<file path="src/rtl/uart_pkg.sv">
// Shared UART definitions: parity encodings, transmitter states and frame sizing.
package uart_pkg;

    localparam int unsigned PARITY_NONE = 0;
    localparam int unsigned PARITY_ODD  = 1;
    localparam int unsigned PARITY_EVEN = 2;

    typedef enum logic [2:0] {
        TX_IDLE,
        TX_START,
        TX_DATA,
        TX_PARITY,
        TX_STOP
    } tx_state_e;

    // Total bit periods in one frame: start + data + optional parity + stop.
    function automatic int unsigned frame_bits(input int unsigned data_bits,
                                               input int unsigned parity,
                                               input int unsigned stop_bits);
        return 1 + data_bits + ((parity != PARITY_NONE) ? 1 : 0) + stop_bits;
    endfunction

endpackage

</file>
<file path="src/rtl/sync_fifo.sv">
// Single-clock FIFO with registered occupancy count and same-cycle push/pop.
module sync_fifo #(
    parameter int unsigned WIDTH = 8,
    parameter int unsigned DEPTH = 4
) (
    input  logic                       clock,
    input  logic                       reset_n,
    input  logic                       push,
    input  logic [WIDTH-1:0]           push_data,
    input  logic                       pop,
    output logic [WIDTH-1:0]           head_c,
    output logic [$clog2(DEPTH+1)-1:0] count,
    output logic                       not_full
);

    localparam int unsigned PW = $clog2(DEPTH);
    localparam int unsigned CW = $clog2(DEPTH+1);

    logic [WIDTH-1:0] mem [DEPTH];
    logic [PW-1:0]    wr_ptr;
    logic [PW-1:0]    rd_ptr;
    logic [CW-1:0]    count_d;

    assign head_c = mem[rd_ptr];

    always_comb begin
        count_d = count;
        case ({push, pop})
            2'b10:   count_d = count + CW'(1);
            2'b01:   count_d = count - CW'(1);
            default: count_d = count;
        endcase
    end

    always_ff @(posedge clock) begin
        if (push) mem[wr_ptr] <= push_data;
    end

    // Pointers wrap naturally because DEPTH is a power of two.
    always_ff @(posedge clock or negedge reset_n) begin
        if (!reset_n) begin
            wr_ptr   <= '0;
            rd_ptr   <= '0;
            count    <= '0;
            not_full <= 1'b1;
        end else begin
            if (push) wr_ptr <= wr_ptr + PW'(1);
            if (pop)  rd_ptr <= rd_ptr + PW'(1);
            count    <= count_d;
            not_full <= (count_d != CW'(DEPTH));
        end
    end

endmodule

</file>
<file path="src/rtl/uart_tx_fifo.sv">
// UART transmitter fed by an input FIFO; frames go out back-to-back while data
// is queued and CTS is asserted at frame start.
module uart_tx_fifo
    import uart_pkg::*;
#(
    parameter int unsigned CLOCKS_PER_BIT = 1,
    parameter int unsigned DATA_BITS      = 8,
    parameter int unsigned PARITY         = 0,
    parameter int unsigned STOP_BITS      = 1,
    parameter int unsigned FIFO_DEPTH     = 4
) (
    input  logic                            clock,
    input  logic                            reset_n,
    input  logic                            in_valid,
    output logic                            in_ready,
    input  logic [DATA_BITS-1:0]            in_data,
    input  logic                            cts_n,
    output logic                            serial_tx,
    output logic                            active,
    output logic [$clog2(FIFO_DEPTH+1)-1:0] fifo_count
);

    localparam int unsigned CNT_W = (CLOCKS_PER_BIT > 1) ? $clog2(CLOCKS_PER_BIT) : 1;
    localparam int unsigned BIT_W = $clog2(DATA_BITS);

    if (CLOCKS_PER_BIT < 1) begin : g_bad_cpb
        $error("CLOCKS_PER_BIT must be >= 1");
    end
    if (DATA_BITS < 5 || DATA_BITS > 9) begin : g_bad_data
        $error("DATA_BITS must be in 5..9");
    end
    if (PARITY > PARITY_EVEN) begin : g_bad_parity
        $error("PARITY must be 0, 1 or 2");
    end
    if (STOP_BITS < 1 || STOP_BITS > 2) begin : g_bad_stop
        $error("STOP_BITS must be 1 or 2");
    end
    if (FIFO_DEPTH < 2 || (FIFO_DEPTH & (FIFO_DEPTH - 1)) != 0) begin : g_bad_depth
        $error("FIFO_DEPTH must be a power of two >= 2");
    end

    tx_state_e            state_q, state_d;
    logic [CNT_W-1:0]     clk_cnt_q, clk_cnt_d;
    logic [BIT_W-1:0]     bit_cnt_q, bit_cnt_d;
    logic [DATA_BITS-1:0] shift_q, shift_d;
    logic                 par_q, par_d;
    logic                 tx_d, active_d;
    logic                 pop, push, tick, can_start, start_frame;
    logic [DATA_BITS-1:0] head_c;

    assign push      = in_valid && in_ready;
    assign tick      = (clk_cnt_q == CNT_W'(CLOCKS_PER_BIT - 1));
    assign can_start = (fifo_count != '0) && !cts_n;

    sync_fifo #(
        .WIDTH (DATA_BITS),
        .DEPTH (FIFO_DEPTH)
    ) u_fifo (
        .clock     (clock),
        .reset_n   (reset_n),
        .push      (push),
        .push_data (in_data),
        .pop       (pop),
        .head_c    (head_c),
        .count     (fifo_count),
        .not_full  (in_ready)
    );

    // Next-state and next-line logic; serial_tx is registered from tx_d.
    always_comb begin
        state_d     = state_q;
        clk_cnt_d   = tick ? '0 : clk_cnt_q + CNT_W'(1);
        bit_cnt_d   = bit_cnt_q;
        shift_d     = shift_q;
        par_d       = par_q;
        tx_d        = serial_tx;
        active_d    = active;
        pop         = 1'b0;
        start_frame = 1'b0;
        case (state_q)
            TX_IDLE: begin
                clk_cnt_d = '0;
                if (can_start) start_frame = 1'b1;
            end
            TX_START: begin
                if (tick) begin
                    state_d   = TX_DATA;
                    tx_d      = shift_q[0];
                    shift_d   = shift_q >> 1;
                    bit_cnt_d = '0;
                end
            end
            TX_DATA: begin
                if (tick) begin
                    if (bit_cnt_q == BIT_W'(DATA_BITS - 1)) begin
                        bit_cnt_d = '0;
                        if (PARITY != PARITY_NONE) begin
                            state_d = TX_PARITY;
                            tx_d    = par_q;
                        end else begin
                            state_d = TX_STOP;
                            tx_d    = 1'b1;
                        end
                    end else begin
                        tx_d      = shift_q[0];
                        shift_d   = shift_q >> 1;
                        bit_cnt_d = bit_cnt_q + BIT_W'(1);
                    end
                end
            end
            TX_PARITY: begin
                if (tick) begin
                    state_d   = TX_STOP;
                    tx_d      = 1'b1;
                    bit_cnt_d = '0;
                end
            end
            TX_STOP: begin
                if (tick) begin
                    if (bit_cnt_q == BIT_W'(STOP_BITS - 1)) begin
                        if (can_start) begin
                            start_frame = 1'b1;
                        end else begin
                            state_d  = TX_IDLE;
                            active_d = 1'b0;
                            tx_d     = 1'b1;
                        end
                    end else begin
                        bit_cnt_d = bit_cnt_q + BIT_W'(1);
                    end
                end
            end
            default: state_d = TX_IDLE;
        endcase
        // Frame start is shared by the idle path and the back-to-back path.
        if (start_frame) begin
            pop       = 1'b1;
            shift_d   = head_c;
            par_d     = (^head_c) ^ (PARITY == PARITY_ODD);
            state_d   = TX_START;
            tx_d      = 1'b0;
            active_d  = 1'b1;
            clk_cnt_d = '0;
        end
    end

    always_ff @(posedge clock or negedge reset_n) begin
        if (!reset_n) begin
            state_q   <= TX_IDLE;
            clk_cnt_q <= '0;
            bit_cnt_q <= '0;
            shift_q   <= '0;
            par_q     <= 1'b0;
            serial_tx <= 1'b1;
            active    <= 1'b0;
        end else begin
            state_q   <= state_d;
            clk_cnt_q <= clk_cnt_d;
            bit_cnt_q <= bit_cnt_d;
            shift_q   <= shift_d;
            par_q     <= par_d;
            serial_tx <= tx_d;
            active    <= active_d;
        end
    end

endmodule

</file>
<file path="config.mk">
export PLATFORM = sky130hd
export DESIGN_NAME = uart_tx_fifo
export DESIGN_NICKNAME = d
export VERILOG_FILES = /design/src/rtl/uart_pkg.sv /design/src/rtl/sync_fifo.sv /design/src/rtl/uart_tx_fifo.sv
export SDC_FILE = /design/constraint.sdc
export NUM_CORES = 1
export LEC_CHECK = 0
export CAP_MARGIN = 15
export CORE_UTILIZATION = 40
export CTS_BUF_LIST = sky130_fd_sc_hd__clkbuf_4
export DETAILED_ROUTE_END_ITERATION = 8
export HOLD_SLACK_MARGIN = 0.06
export MAX_ROUTING_LAYER = met4
export SETUP_SLACK_MARGIN = 0.3
export SLEW_MARGIN = 20
export SYNTH_ARGS = -nofsm -noshare
export SYNTH_HDL_FRONTEND = slang
export SYNTH_SLANG_ARGS = --single-unit
</file>
<file path="constraint.sdc">
create_clock -name clock -period 5.5 [get_ports clock]
set_clock_uncertainty 0.1 [all_clocks]
set_input_delay 1.1 -clock clock [delete_from_list [all_inputs] [get_ports clock]]
set_output_delay 1.1 -clock clock [all_outputs]
set_load 0.1 [all_outputs]
</file>
* Yosys cells after proc, flatten, opt, wreduce, memory -nomap -nowiden
Memories as Yosys holds them, arrays and structs flattened.
Cells that the tools add are included.
** Cells by class
- $add $sub $neg :: 6
- Eq/ne operators :: 23
- Multiplexer cells :: 45
- Reduce and logical (&&, ||, !) cells :: 17
** Operators with widths (count)
- $mux 3 :: 13
- $mux 8 :: 4
- $ne 3x3->1 const B :: 9
- $mux 1 :: 22
- $pmux 8 s2 :: 1
- $pmux 3 s5 :: 1
- $ne 2x2->1 const B :: 5
- $pmux 3 s3 :: 1
- $reduce_bool 3->1 :: 3
- $reduce_and 4->1 :: 2
- $reduce_and 8->1 :: 1
- $reduce_and 7->1 :: 1
- $add 3x1->3 const B :: 2
- $eq 3x2->1 const B :: 2
- $eq 3x3->1 const B :: 2
- $logic_not 3->1 :: 2
- $pmux 3 s2 :: 1
- $reduce_and 5->1 :: 1
- $reduce_bool 5->1 :: 1
- $add 2x1->2 const B :: 2
- $ne 2x1->1 const B :: 2
- $pmux 1 s4 :: 1
- $reduce_bool 2->1 :: 2
- $eq 3x1->1 const B :: 1
- 8 further kinds :: 9
** Storage, ports and cells
- Flip-flop bits (word level) :: 25
- RAM bits :: 32
- Output and inout port bits :: 6
- Memories kept :: 1
** Memory list
- u_fifo.mem :: words 4, bits a word 8, rd ports 1, clocked after Yosys merged registers in 0, write ports 1, line sync_fifo.sv:19 : logic [WIDTH-1:0] mem [DEPTH];

* Logic depth before layout (Yosys ltp)
- Word-level depth :: 10
- Depth in mapped cells :: 13
- Gate-level depth less buffers :: 12

* Modules after synthesis
From an unflattened synthesis, not the netlist that was laid out.
** Unflattened totals
- Cells, all modules :: 182
- Area, all modules :: 2562.5 sq um
** By module, submodules not included
- sync_fifo :: instances 1, cells an instance 79, area an instance 1571.5 sq um, sequential area each 1162.4 sq um
- uart_tx_fifo :: instances 1, cells an instance 103, area an instance 991.0 sq um, sequential area each 401.6 sq um

* Worst setup path before layout
OpenSTA, ideal clock, no wires.
- Path type :: flip-flop to flip-flop
- Start point :: register u_fifo.count[0]
- End point :: register u_fifo.not_full
- Library setup time :: 0.084 ns
- Data arrival time :: 2.787 ns
- Path slack :: 2.529 ns
- Cell stages (with the launch flop) :: 12
- Path buffers :: 1
- Cell sequence :: dfrtp_1 -> nor3_1 -> a2111o_1 -> buf_6 -> clkinv_2 -> ha_1 -> inv_1 -> fa_1 -> xor2_1 -> nor2_1 -> xor2_1 -> nand2_1
** Between the ends
- Word-level cells in the longest chain between the ends :: 10
- Elaborated cells on any way between the ends :: 13
** RTL lines
- start, declared :: line sync_fifo.sv:12 : output logic [$clog2(DEPTH+1)-1:0] count,
- start signal, assigned :: line sync_fifo.sv:49 : count <= count_d;
- $reduce_bool 3->1 :: line uart_tx_fifo.sv:53 : assign can_start = (fifo_count != '0) && !cts_n;
- $logic_and 1x1->1 :: line uart_tx_fifo.sv:53
- $mux 1 :: line uart_tx_fifo.sv:83, uart_tx_fifo.sv:121
- $mux 1 :: line uart_tx_fifo.sv:120 : if (bit_cnt_q == BIT_W'(STOP_BITS - 1)) begin
- $mux 1 :: line uart_tx_fifo.sv:119 : if (tick) begin
- $pmux 1 s2 :: line uart_tx_fifo.sv:80 : case (state_q)
- $mux 1 :: line uart_tx_fifo.sv:136 : if (start_frame) begin
- $eq 2x1->1 or $eq 2x2->1 (tied branches) :: line sync_fifo.sv:28 : case ({push, pop})
- $pmux 3 s2 (*) :: line sync_fifo.sv:28
- net u_fifo.count_d[2] :: line sync_fifo.sv:22 : logic [CW-1:0] count_d;
- $ne 3x3->1 (*) :: line sync_fifo.sv:50 : not_full <= (count_d != CW'(DEPTH));
- end signal, assigned :: line sync_fifo.sv:50
- end, declared :: line sync_fifo.sv:13 : output logic not_full
The timed path passes the listed nets; every way through them passes the cells marked *.
A chain may end at the register's enable or synchronous reset.

* Final worst setup path
- Start point :: register u_fifo.not_full
- End point :: output in_ready
** RTL lines
- end, declared :: line uart_tx_fifo.sv:15 : output logic in_ready,
No word-level cell between the ends.

==> impl_metrics.py <==
metrics = {
    "status": {
        "status": "finished clean",
    },
    "routing": {
        "remaining_drc_errors": 0,
        "firstDrtPassIters": 4,
        "drtIter0Drc": 86,
        "wirelength_met1_um": 1660,
        "drt-vias-per-instance": 5.18,
        "dr_wl_met3_um": 111,
        "wl_per_cell_um": 14.9,
        "via_count": 1352,
        "wl_met2_um": 2030,
        "top_layer_used": "met4",
        "finalWirelength_um": 3880,
        "ant_nets": 0,
    },
    "clocking": {
        "cts_resized": 0,
        "insertion_delay_ns": 0.36,
        "numCtsBuffers": 5,
        "holdBufCountCts": 0,
        "cts-root-buf": "clkbuf_4",
        "cts_setup_buffers": 0,
        "h-tree-depth": 2,
        "cts_tree": "done",
        "clk_path_buf_depth": 2,
        "clk_pin_slew_ns": 0.15,
        "cts.sinks": 56,
    },
    "yosys": {
        "synth-seq-cells": 56,
        "synthCells": 166,
        "synth_nets": 187,
        "syn_area_sq_mm": 0.00245,
        "synthArstFlopShare_pct": 42.9,
        "ys_types": 37,
        "synth_edf_count": 32,
        "ys_warn_count": 0,
        "synthFlopType": "edfxtp_1",
        "ys_seq_area_share_pct": 63.8,
        "syn_area_per_cell_sq_um": 14.8,
    },
    "floorplan": {
        "chipHeight_um": 80.3,
        "dieArea_sq_mm": 0.00644,
        "core.rowCount": 28,
        "fp.dieW_um": 80.3,
        "coreArea_sq_mm": 0.00592,
        "start_util_pct": 41.4,
        "io_pins": 18,
    },
    "sta": {
        "timing.hold.ws_ns": 0.424,
        "fmax_ghz": 0.303,
        "layout_worst_path_cycle_share_pct": 60.0,
        "fin_crit_ns": 3.30,
        "slew_headroom_pct": 35.3,
        "hold_viol_final": 0,
        "setup_viol": 0,
        "slew_viol_final": 0,
        "finalSetupTns_ns": 0,
        "fin_ws_ns": 2.20,
        "rsz0062_at_grt": "false",
        "tightest_slew_ns": 0.968,
    },
    "cells_and_area": {
        "drive_gt1_share_pct": 14.0,
        "final_area_sq_mm": 0.00275,
        "insertedDiodeCount": 0,
        "stdcell_count": 261,
        "finalNetCount": 206,
        "final_cell_mix": "32 x edfxtp_1, 22 x dfrtp_1, 16 x clkdlybuf4s50_1",
        "mostFrequentLayoutCell": "edfxtp_1",
        "area_growth_pct": 12.4,
    },
    "grt": {
        "grt_start_max_net_pins": 25,
        "antenna_found_initial": 0,
        "grt_overflow": 0,
        "grt_first_pass_wirelength_um": 6610,
        "grtUsageTotal_pct": 14.4,
        "grt_pass1_vias": 1449,
    },
    "placed_design": {
        "pre_cts_slack_ns": 1.86,
        "placement.cell_area_sq_mm": 0.00267,
        "port_buffers": 17,
        "dpl.cell_count": 253,
        "place_congestion": 0.856,
        "dp_hpwl_um": 2830,
    },
    "setup_path": {
        "crit_chain": "clkdlybuf4s50_1",
        "crit_required_ns": 4.30,
        "end_kind": "primary output",
        "critPathSlowestCell": "clkdlybuf4s50_1",
        "arrival_ns": 2.10,
        "path_max_fanout": 6,
        "critPathMaxStageDelay_ns": 1.14,
        "critPathLaunchType": "flop",
        "path_buf_inv": 1,
        "worst_path_dominant_cell_family": "buffers and inverters",
        "crit_type": "reg -> out",
    },
    "job": {
        "maxCapViolations": 0,
    },
    "power": {
        "leakage_nw": 1.09,
        "powerDensity_mw_per_mm2": 600,
        "ir_drop_uv": 272,
    },
    "min_path": {
        "hold_class": "reg -> reg",
    },
}
-- final timing paths --
path,cells past startpoint,start,slack (ns),end
max reg2reg,12,bit_cnt_q[0]$_DFFE_PN0P_,2.48,u_fifo.not_full$_DFF_PN1_
max in group asynchronous,1,reset_n,4.34,serial_tx$_DFFE_PN1P_
min reg2reg,1,u_fifo.count[2]$_DFF_PN0_,0.42,u_fifo.count[2]$_DFF_PN0_
max,1,u_fifo.not_full$_DFF_PN1_,2.20,in_ready
min,1,u_fifo.count[2]$_DFF_PN0_,0.42,u_fifo.count[2]$_DFF_PN0_
min in group asynchronous,1,reset_n,0.59,bit_cnt_q[1]$_DFFE_PN0P_
-- synthesized netlist by cell type (all sizes together), types with 4 or more instances --
cell type	count	area share (%)
and3	4	1.0
mux4	8	7.4
a21oi	11	2.2
edfxtp	32	39
o21ai	5	1.0
mux2i	10	4.1
buf	5	1.8
ha	8	4.1
inv	11	1.7
dfrtp	22	22
xnor2	5	2.1
nor2	12	1.8
nand2	8	1.3
-- per-stage QoR --
stage	util (%)	power, mW
after detailed placement	45.2	1.45
after floorplan	-	1.30
after CTS	46.6	1.67
after global placement	45.2	1.41
final	46.5	1.65
after global routing	46.5	1.77
-- kinds of logic after synthesis --
kind of cell	Yosys count	synth area share [%]
flops	56	63.8
simple gates	33	6.59
fa+ha+maj	9	4.90
mux	20	12.4
xor+xnor	7	2.81
buf+inv	18	3.83
compound gates	23	5.67
-- registers in the layout (all words and copies together), names as in the netlist --
register and count:
u_fifo.mem 32, shift_q 8, bit_cnt_q 3, state_q 3
u_fifo.count 3, u_fifo.rd_ptr 2, u_fifo.wr_ptr 2, active 1
serial_tx 1, u_fifo.not_full 1
-- layer usage --
| layer | GRT usage [%] | vias to the layer above |
|---|---|---|
| met5 | - | - |
| met3 | 3.86 | 10 |
| li1 | - | 645 |
| met1 | 16.5 | 672 |
| met4 | 5.54 | 0 |
| met2 | 24.3 | 25 |
-- layout make-up --
class,count,area (sq um)
clock buffers,5,37.5
clock inverters,3,47.5
fillers,523,3170
inverters,12,46.3
multi-input cells,92,792
flip-flops and latches,56,1560
well taps,75,93.8
repair buffers,18,173
-- power breakdown --
group / internal [mW] / switching, mW / leakage, nW / total, mW
Combinational: 0.306 / 0.424 / 0.475 / 0.730
Clock: 0.0975 / 0.122 / 0.0454 / 0.219
Sequential: 0.587 / 0.115 / 0.574 / 0.702
(Power assumes the default switching activity.)
